## src/rtl/rv_pkg.sv

```systemverilog
// Shared register-writeback types for the regfile write-port controller.
package rv_pkg;
    localparam int XLEN     = 32;
    localparam int AW       = 5;
    localparam int NUM_REGS = 32;

    typedef struct packed {
        logic [AW-1:0]   rd;
        logic [XLEN-1:0] data;
    } wb_req_t;
endpackage

```

## src/rtl/wb_fifo.sv

```systemverilog
// Small FIFO of pending long-latency writebacks; exposes every slot so the
// owner can compute per-register busy bits.
module wb_fifo
    import rv_pkg::*;
#(
    parameter int DEPTH = 4,
    parameter int CW    = $clog2(DEPTH) + 1
) (
    input  logic                   clk,
    input  logic                   rst_n,
    input  logic                   push,
    input  wb_req_t                push_req,
    input  logic                   pop,
    output wb_req_t                head,
    output logic [CW-1:0]          count,
    output logic [DEPTH-1:0]       slot_vld,
    output wb_req_t [DEPTH-1:0]    slots
);
    localparam int PW = $clog2(DEPTH);
    localparam logic [CW-1:0] FULL = CW'(DEPTH);

    logic [PW-1:0] wr_ptr, rd_ptr;
    wb_req_t [DEPTH-1:0] mem;
    logic do_push, do_pop;

    // Occupancy decides full/empty; pointers just wrap on the power-of-two depth.
    assign do_push = push && (count != FULL);
    assign do_pop  = pop && (count != '0);

    assign head  = mem[rd_ptr];
    assign slots = mem;

    always_ff @(posedge clk or negedge rst_n) begin
        if (!rst_n) begin
            wr_ptr   <= '0;
            rd_ptr   <= '0;
            count    <= '0;
            slot_vld <= '0;
        end else begin
            if (do_push) begin
                wr_ptr           <= wr_ptr + 1'b1;
                slot_vld[wr_ptr] <= 1'b1;
            end
            if (do_pop) begin
                rd_ptr           <= rd_ptr + 1'b1;
                slot_vld[rd_ptr] <= 1'b0;
            end
            case ({do_push, do_pop})
                2'b10:   count <= count + 1'b1;
                2'b01:   count <= count - 1'b1;
                default: count <= count;
            endcase
        end
    end

    always_ff @(posedge clk) begin
        if (do_push) mem[wr_ptr] <= push_req;
    end
endmodule

```

## src/rtl/regfile_wb_ctrl.sv

```systemverilog
// Regfile write-port initiator: ALU results take priority, buffered
// long-latency results drain into free slots, busy vector tracks pending writes.
module regfile_wb_ctrl
    import rv_pkg::wb_req_t;
#(
    parameter int XLEN  = 32,
    parameter int AW    = 5,
    parameter int DEPTH = 4
) (
    input  logic                      clk,
    input  logic                      rst_n,
    input  logic                      alu_valid,
    input  logic [AW-1:0]             alu_rd,
    input  logic [XLEN-1:0]           alu_data,
    input  logic                      sec_valid,
    output logic                      sec_ready,
    input  logic [AW-1:0]             sec_rd,
    input  logic [XLEN-1:0]           sec_data,
    output logic                      we3,
    output logic [AW-1:0]             a3,
    output logic [XLEN-1:0]           wd3,
    output logic [31:0]               busy,
    output logic [$clog2(DEPTH):0]    fifo_count,
    output logic                      hazard_err
);
    localparam int CW = $clog2(DEPTH) + 1;

    wb_req_t               head;
    wb_req_t [DEPTH-1:0]   slots;
    logic    [DEPTH-1:0]   slot_vld;
    logic alu_take, fifo_empty, push, pop, hazard_hit;

    assign alu_take   = alu_valid && (alu_rd != '0);
    assign fifo_empty = (fifo_count == '0);
    assign sec_ready  = (fifo_count != CW'(DEPTH));
    // rd=0 results complete the handshake but are dropped here.
    assign push       = sec_valid && sec_ready && (sec_rd != '0);
    assign pop        = !alu_take && !fifo_empty;

    wb_fifo #(.DEPTH(DEPTH), .CW(CW)) u_fifo (
        .clk      (clk),
        .rst_n    (rst_n),
        .push     (push),
        .push_req ('{rd: sec_rd, data: sec_data}),
        .pop      (pop),
        .head     (head),
        .count    (fifo_count),
        .slot_vld (slot_vld),
        .slots    (slots)
    );

    always_comb begin
        hazard_hit = 1'b0;
        for (int i = 0; i < DEPTH; i++)
            if (slot_vld[i] && (slots[i].rd == alu_rd)) hazard_hit = 1'b1;
    end

    always_ff @(posedge clk or negedge rst_n) begin
        if (!rst_n) begin
            we3        <= 1'b0;
            a3         <= '0;
            wd3        <= '0;
            hazard_err <= 1'b0;
        end else begin
            hazard_err <= alu_take && hazard_hit;
            if (alu_take) begin
                we3 <= 1'b1;
                a3  <= alu_rd;
                wd3 <= alu_data;
            end else if (!fifo_empty) begin
                we3 <= 1'b1;
                a3  <= head.rd;
                wd3 <= head.data;
            end else begin
                we3 <= 1'b0;
            end
        end
    end

    // Pending = queued in the FIFO or sitting in the output stage.
    always_comb begin
        busy = '0;
        for (int i = 0; i < DEPTH; i++)
            if (slot_vld[i]) busy[slots[i].rd] = 1'b1;
        if (we3) busy[a3] = 1'b1;
        busy[0] = 1'b0;
    end
endmodule

```

## config.mk

```make
export PLATFORM = sky130hd
export DESIGN_NAME = regfile_wb_ctrl
export DESIGN_NICKNAME = d
export VERILOG_FILES = /design/src/rtl/rv_pkg.sv /design/src/rtl/wb_fifo.sv /design/src/rtl/regfile_wb_ctrl.sv
export SDC_FILE = /design/constraint.sdc
export NUM_CORES = 1
export LEC_CHECK = 0
export CORE_MARGIN = 2
export CORE_UTILIZATION = 35
export CTS_CLUSTER_SIZE = 40
export DETAILED_ROUTE_END_ITERATION = 12
export PLACE_DENSITY = 0.68
export SYNTH_ARGS = -nofsm -noshare
export SYNTH_HDL_FRONTEND = slang
export SYNTH_HIERARCHICAL = 1
export SYNTH_SLANG_ARGS = --single-unit
```

## constraint.sdc

```tcl
create_clock -name clk -period 9.4 [get_ports clk]
set_clock_uncertainty 0.15 [all_clocks]
set_input_delay 0.94 -clock clk [delete_from_list [all_inputs] [get_ports clk]]
set_output_delay 0.94 -clock clk [all_outputs]
set_load 0.02 [all_outputs]
```

## Yosys cells after proc, flatten, opt, wreduce, memory -nomap -nowiden

Index checks and enable logic that the tools add are counted.

- Register bits: 198
- Latch bits: 0
- Memory bits (writable): 0
- ROM bits: 0
- Word-level logic and storage cells: 111
- Memories kept: 0

- Add/sub/neg operators: 4
- $mul: 0
- Divide/modulo/power cells: 0
- Magnitude comparators: 14
- Eq/ne operators: 8
- Shifts and indexed selects: 0
- Muxes and demuxes: 37
- Bitwise gates (word level): 7
- Reductions and logical operators: 25

Operators with widths:

| kind | number |
|---|---|
| 32-bit two-way mux | 7 |
| 148-bit bitwise mux | 1 |
| 32-bit bitwise OR | 4 |
| 37-bit binary-select mux with 2-bit select | 1 |
| 37-bit demux with 2-bit select | 1 |
| 37-bit two-way mux | 2 |
| 5-bit by 6-bit < comparator with 1-bit output (second input constant) | 5 |
| 1-bit demux with 5-bit select | 5 |
| 5-bit by 1-bit >= comparator with 1-bit output (second input constant) | 5 |
| 5-bit == test | 4 |
| 1-bit logical AND | 18 |
| 1-bit two-way mux | 13 |
| 5-bit two-way mux | 2 |
| 5-bit nonzero test | 2 |
| 4-bit two-way mux | 2 |
| 2-bit by 3-bit < comparator with 1-bit output (second input constant) | 2 |
| 3-bit one-hot mux with 2 select lines | 1 |
| 2-bit by 1-bit adder with 2-bit output (second input constant) | 2 |
| 4-bit bitwise AND | 1 |
| 1-bit demux with 2-bit select | 2 |
| 2-bit by 1-bit >= comparator with 1-bit output (second input constant) | 2 |
| 4-bit inverter | 1 |
| 4-bit bitwise OR | 1 |
| 3-bit by 1-bit adder with 3-bit output (second input constant) | 1 |
| 9 further kinds | 10 |

## Depth between registers and ports, before layout

- Depth in word-level cells: 13
- Depth in mapped cells: 14
- Depth with buffers taken out: 11

## Cells and area by module

The synthesis kept the hierarchy.

Modules (own cells, without submodules):

| module | times used | cells an instance | area an instance (um^2) | sequential area each (um^2) |
|---|---|---|---|---|
| wb_fifo | 1 | 247 | 5967.0 | 4719.5 |
| regfile_wb_ctrl | 1 | 438 | 3606.0 | 975.9 |

## Worst setup path after synthesis

OpenSTA, ideal clock, no wires.

- Path kind: in2reg
- Start point: input port alu_rd[2]
- End point: register u_fifo.count[2]
- Setup time: 80 ps
- Data arrival time: 3371 ps
- Slack: 5799 ps
- Cell stages on the path: 14
- Buffers on the path: 4
- Cell sequence: buf_4 or4_4 o21a_1 buf_6 buf_6 nor2_1 o31a_1 buf_2 ha_1 inv_1 fa_1 xor2_1 nor2_1 xor2_1

- Word-level cells in the longest chain between the ends: 7
- Elaborated cells on any way between the ends: 9
- Classes of those cells: 2 x eq/ne; 1 x mux; 6 x reduce/logical

Ends and longest elaborated chain:

| what | RTL line | RTL |
|---|---|---|
| from (decl) | regfile_wb_ctrl.sv:13 | `input logic [AW-1:0] alu_rd,` |
| 5-bit nonzero test * | regfile_wb_ctrl.sv:33 | `assign alu_take = alu_valid && (alu_rd != '0);` |
| 1-bit logical AND * | regfile_wb_ctrl.sv:33 |  |
| 1-bit zero test * | regfile_wb_ctrl.sv:38 | `assign pop = !alu_take && !fifo_empty;` |
| 1-bit logical AND * | regfile_wb_ctrl.sv:38 |  |
| named net pop | regfile_wb_ctrl.sv:31 | `logic alu_take, fifo_empty, push, pop, hazard_hit;` |
| 1-bit logical AND * | wb_fifo.sv:28 | `assign do_pop = pop && (count != '0);` |
| 2-bit by 1-bit == test with 1-bit output or 2-bit == test (tied branches) | wb_fifo.sv:48 | `case ({do_push, do_pop})` |
| 3-bit one-hot mux with 2 select lines or 2-bit nonzero test (tied branches) | - |  |
| to (signal assigned) | wb_fifo.sv:49 | `2'b10: count <= count + 1'b1;` |
| to (signal assigned) | wb_fifo.sv:50 | `2'b01: count <= count - 1'b1;` |
| to (signal assigned) | wb_fifo.sv:51 | `default: count <= count;` |
| to (decl) | wb_fifo.sv:15 | `output logic [CW-1:0] count,` |

Mark *: on every way through the listed nets, which the timed path passes. The rest lies on a longest branch.
A chain may end at the register's enable or synchronous reset.

## Worst setup path in the final report

- Start point: register u_fifo.mem, in the netlist u_fifo/slots[106]
- End point: output port busy[20]

- Word-level cells in the longest chain between the ends: 10
- Elaborated cells on any way between the ends: 11
- Classes of those cells: 2 x order compare; 5 x mux; 3 x bitwise; 1 x reduce/logical

Ends and longest elaborated chain:

| what | RTL line | RTL |
|---|---|---|
| from (decl) | wb_fifo.sv:23 | `wb_req_t [DEPTH-1:0] mem;` |
| from (signal, indexed assignment) | wb_fifo.sv:57 | `if (do_push) mem[wr_ptr] <= push_req;` |
| 5-bit by 6-bit < comparator with 1-bit output (implied by the code) or 5-bit by 1-bit >= comparator with 1-bit output (tied branches) | regfile_wb_ctrl.sv:84 | `if (slot_vld[i]) busy[slots[i].rd] = 1'b1;` |
| 1-bit logical AND (implied by the code) | regfile_wb_ctrl.sv:84 |  |
| 1-bit two-way mux (implied by the code) | regfile_wb_ctrl.sv:84 |  |
| 1-bit demux with 5-bit select * | regfile_wb_ctrl.sv:84 |  |
| 32-bit bitwise OR (no source line) * | - |  |
| 32-bit two-way mux * | regfile_wb_ctrl.sv:84 |  |
| 32-bit bitwise OR (no source line) | - |  |
| 32-bit two-way mux * | regfile_wb_ctrl.sv:84 |  |
| 32-bit bitwise OR (no source line) | - |  |
| 32-bit two-way mux * | regfile_wb_ctrl.sv:85 | `if (we3) busy[a3] = 1'b1;` |
| to (decl) | regfile_wb_ctrl.sv:22 | `output logic [31:0] busy,` |

Mark *: on every way between the ends. The rest lies on a longest branch, timed or not.

==> metrics <==
GRT overflow 0; Main synth FF type edfxtp_1; pwr dens approximately 280 nW/um^2; drt pass-1 iters 7; RSZ-0062 raised after global routing no; CTS Hold Buffers Added 0; initial antenna violation count 0; Worst-Skew Late Latency about 430 ps; Post-CTS Setup Inserts 0; syn_area_per_cell 14.0 um^2; Cells after Synth between 600 and 700; final-stage net count between 900 and 1k; WP data required just over 8000 ps; die area 28700 um^2; Wirelength per Cell just over 20 um; area fraction of the dominant cell type after synthesis a little under half; Crit Path Max Fanout 10; largest net degree at the start of global routing 70; clk root buf clkbuf_16; die width between 150 and 200 um; # DRC 0; post-synthesis sequential area ratio between 50% and 60%; fmax 0.272 GHz; Synth warnings 6; relative slew slack 32.5%; post-synthesis register bit count ~200; post-CTS sizing 0; layout cells sized above 1 16.3%; Detailed Route Iter0 Violations roughly 620; fin. max-slew vios 0; CTS H-Tree Depth 4; Worst Hold Launch u_fifo/wr_ptr[0]; Worst Reg-to-Reg Cells 7; r2r startpoint u_fifo/count[0]; placed insts 1138; Sink Count 198; Total GRT Usage between 15 and 20%; PortBufs approximately 150; cts bufs inserted 17; Area Overhead vs Synth 24.2%; worst hold stages 1; Final setup viols 0; DR vias/cell between 5 and 6; Hold Violations, Final 0; R2R Path End u_fifo/slots[84]; Routed Antenna Nets 0; Site Rows 60; CTS tree yes; Finished Layout Cells around 1.2k; height of the die between 150 and 200 um; startpoint type of the worst setup path flop; synth cell count leaders 148 x edfxtp_1, 65 x nand2_1, 50 x dfrtp_1, 45 x nor2_1, 38 x mux2i_1; IO Count 153; Starting Density between 30% and 40%; Max Cap Violations 0; vias in the first global route between 6k and 7k; Worst Hold Class flop to flop; cell taking the most area after synthesis edfxtp_1; Setup CP Type flop to output pin; CTS Buffer Depth 2; CP Capture Type output pin; diode count 0; Setup TNS 0 ps; Tmin final between 3000 and 4000 ps; worst path arrival time 2590 ps; LEAKAGE between 4 and 5 nW; status completed; post-synth cell types 42; HPWL after DPL 16300 um; via count about 6.3k; hold endpoint u_fifo/wr_ptr[0]; final core utilization between 40 and 50%; Synth Cell Area about 9600 um^2; period utilization between 30% and 40%; worst vdd ir 0.147 mV; Area contributors post-synth edfxtp_1 46%, dfrtp_1 13%, mux4_2 8.7%; gpl congestion between 0.8 and 0.9; first-pass GRT wire length 37500 um; r2r setup slk roughly 6700 ps; core area about 27000 um^2; top-count cell post-synth edfxtp_1; async set or reset register ratio after synthesis around a quarter; Worst Max-Slew Pin Slew 1010 ps; Post-Syn Nets about 770; clock-pin transition on the worst setup and hold timing paths about 70 ps; routed wire length between 20000 and 25000 um; number of flops mapped to enable cells by yosys roughly 150
==> metal layers <==
layer / GRT usage, % / vias up / routed length (um)
met5: 0 / - / 0
met4: 5.09 / 0 / 403
met3: 3.99 / 31 / 1810
met2: 28.4 / 256 / 11600
met1: 22.7 / 3106 / 10100
li1: - / 2905 / -
==> area by class of cell <==
class / instances / area (um^2)
clock inverter: 13 / 149
inverter: 7 / 26.3
timing repair buffer: 159 / 1570
multi-input combinational: 433 / 3590
tap: 341 / 427
sequential: 198 / 5700
fill: 2439 / 15000
clock buffer: 19 / 433
==> kinds of logic after synthesis <==
group | count (synthesis) | synth area share, %
xor+xnor | 25 | 2.29
other cells | 1 | 0.0392
compound gates | 110 | 9.10
mux | 76 | 12.8
buf+inv | 54 | 3.49
simple gates | 211 | 11.4
fa+ha+maj | 10 | 1.39
flops | 198 | 59.5
==> where the power goes <==
group / leakage [nW] / switching (mW) / internal [mW] / total [mW]
clock network: 0.277 / 0.321 / 0.396 / 0.717
logic: 1.79 / 0.643 / 0.599 / 1.24
registers: 1.95 / 0.231 / 1.17 / 1.40
total: 4.01 / 1.19 / 2.17 / 3.36
==> critical path, cell delays in order (launching register included) <==
cell,delay (ps)
edfxtp_1,590
or3b_2,600
o22ai_1,170
nor2_1,70
o221ai_1,80
clkdlybuf4s50_1,660
==> how the worst max path moves through the flow <==
stage | slack (ps) | depth (start not counted) | start | to
3_3_place_gp | 5350 | 11 | alu_rd[1] | u_fifo/count[2]
5_1_grt | 5540 | 11 | alu_rd[1] | u_fifo/count[2]
3_5_place_dp | 5300 | 11 | alu_rd[1] | u_fifo/count[2]
2_1_floorplan | 5800 | 14 | alu_rd[2] | u_fifo/count[2]
6_report | 5720 | 5 | u_fifo/slots[106] | busy[20]
4_1_cts | 5720 | 5 | u_fifo/slots[106] | busy[20]
==> cells in the final DEF (no fill, tap or decap), types with 2 or more instances in the layout <==
cell             instances
mux4_2                  37
inv_1                    7
bufinv_16                2
edfxtp_1               148
inv_6                    3
nor3_1                   6
or3b_2                   5
a2bb2oi_1                4
nor2_4                   4
and3b_1                  5
a31oi_1                  2
clkinv_2                 3
o221ai_1                16
nand3b_1                20
o21ai_2                 37
clkbuf_16               17
dfrtp_1                 48
nand3_1                 26
clkbuf_1                 2
clkinvlp_4               3
o22ai_1                 16
and3_1                   6
xor2_1                  18
mux2i_1                 38
nand2_1                 65
nor2_1                  41
nor4_1                   4
a22oi_1                 29
o21ai_0                  2
ha_1                     9
nor3b_1                 20
clkdlybuf4s50_1        150
dfrtp_2                  2
xnor2_1                  7
buf_4                    8
or2_2                    5
==> state kept, by name, summed over array words and instances, names as in the netlist <==
signal,cells
a3,5
we3,1
wd3,32
u_fifo/slots,148
u_fifo/rd_ptr,2
u_fifo/slot_vld,4
u_fifo/wr_ptr,2
hazard_err,1
u_fifo/count,3
==> per-stage QoR <==
| stage | hold WS [ps] | cell area [um^2] | worst slack (ps) | power, mW |
|---|---|---|---|---|
| 6_report | 389 | 11900 | 5720 | 3.36 |
| 5_1_grt | 433 | 11900 | 5540 | 3.55 |
| 4_1_cts | 404 | 11900 | 5720 | 3.39 |
| 3_5_place_dp | 392 | 11300 | 5300 | 2.67 |
| 3_3_place_gp | 383 | 11300 | 5350 | 2.66 |
| 2_1_floorplan | 347 | 9570 | 5800 | 2.20 |
Note: power is estimated with default switching activity, not from simulation.
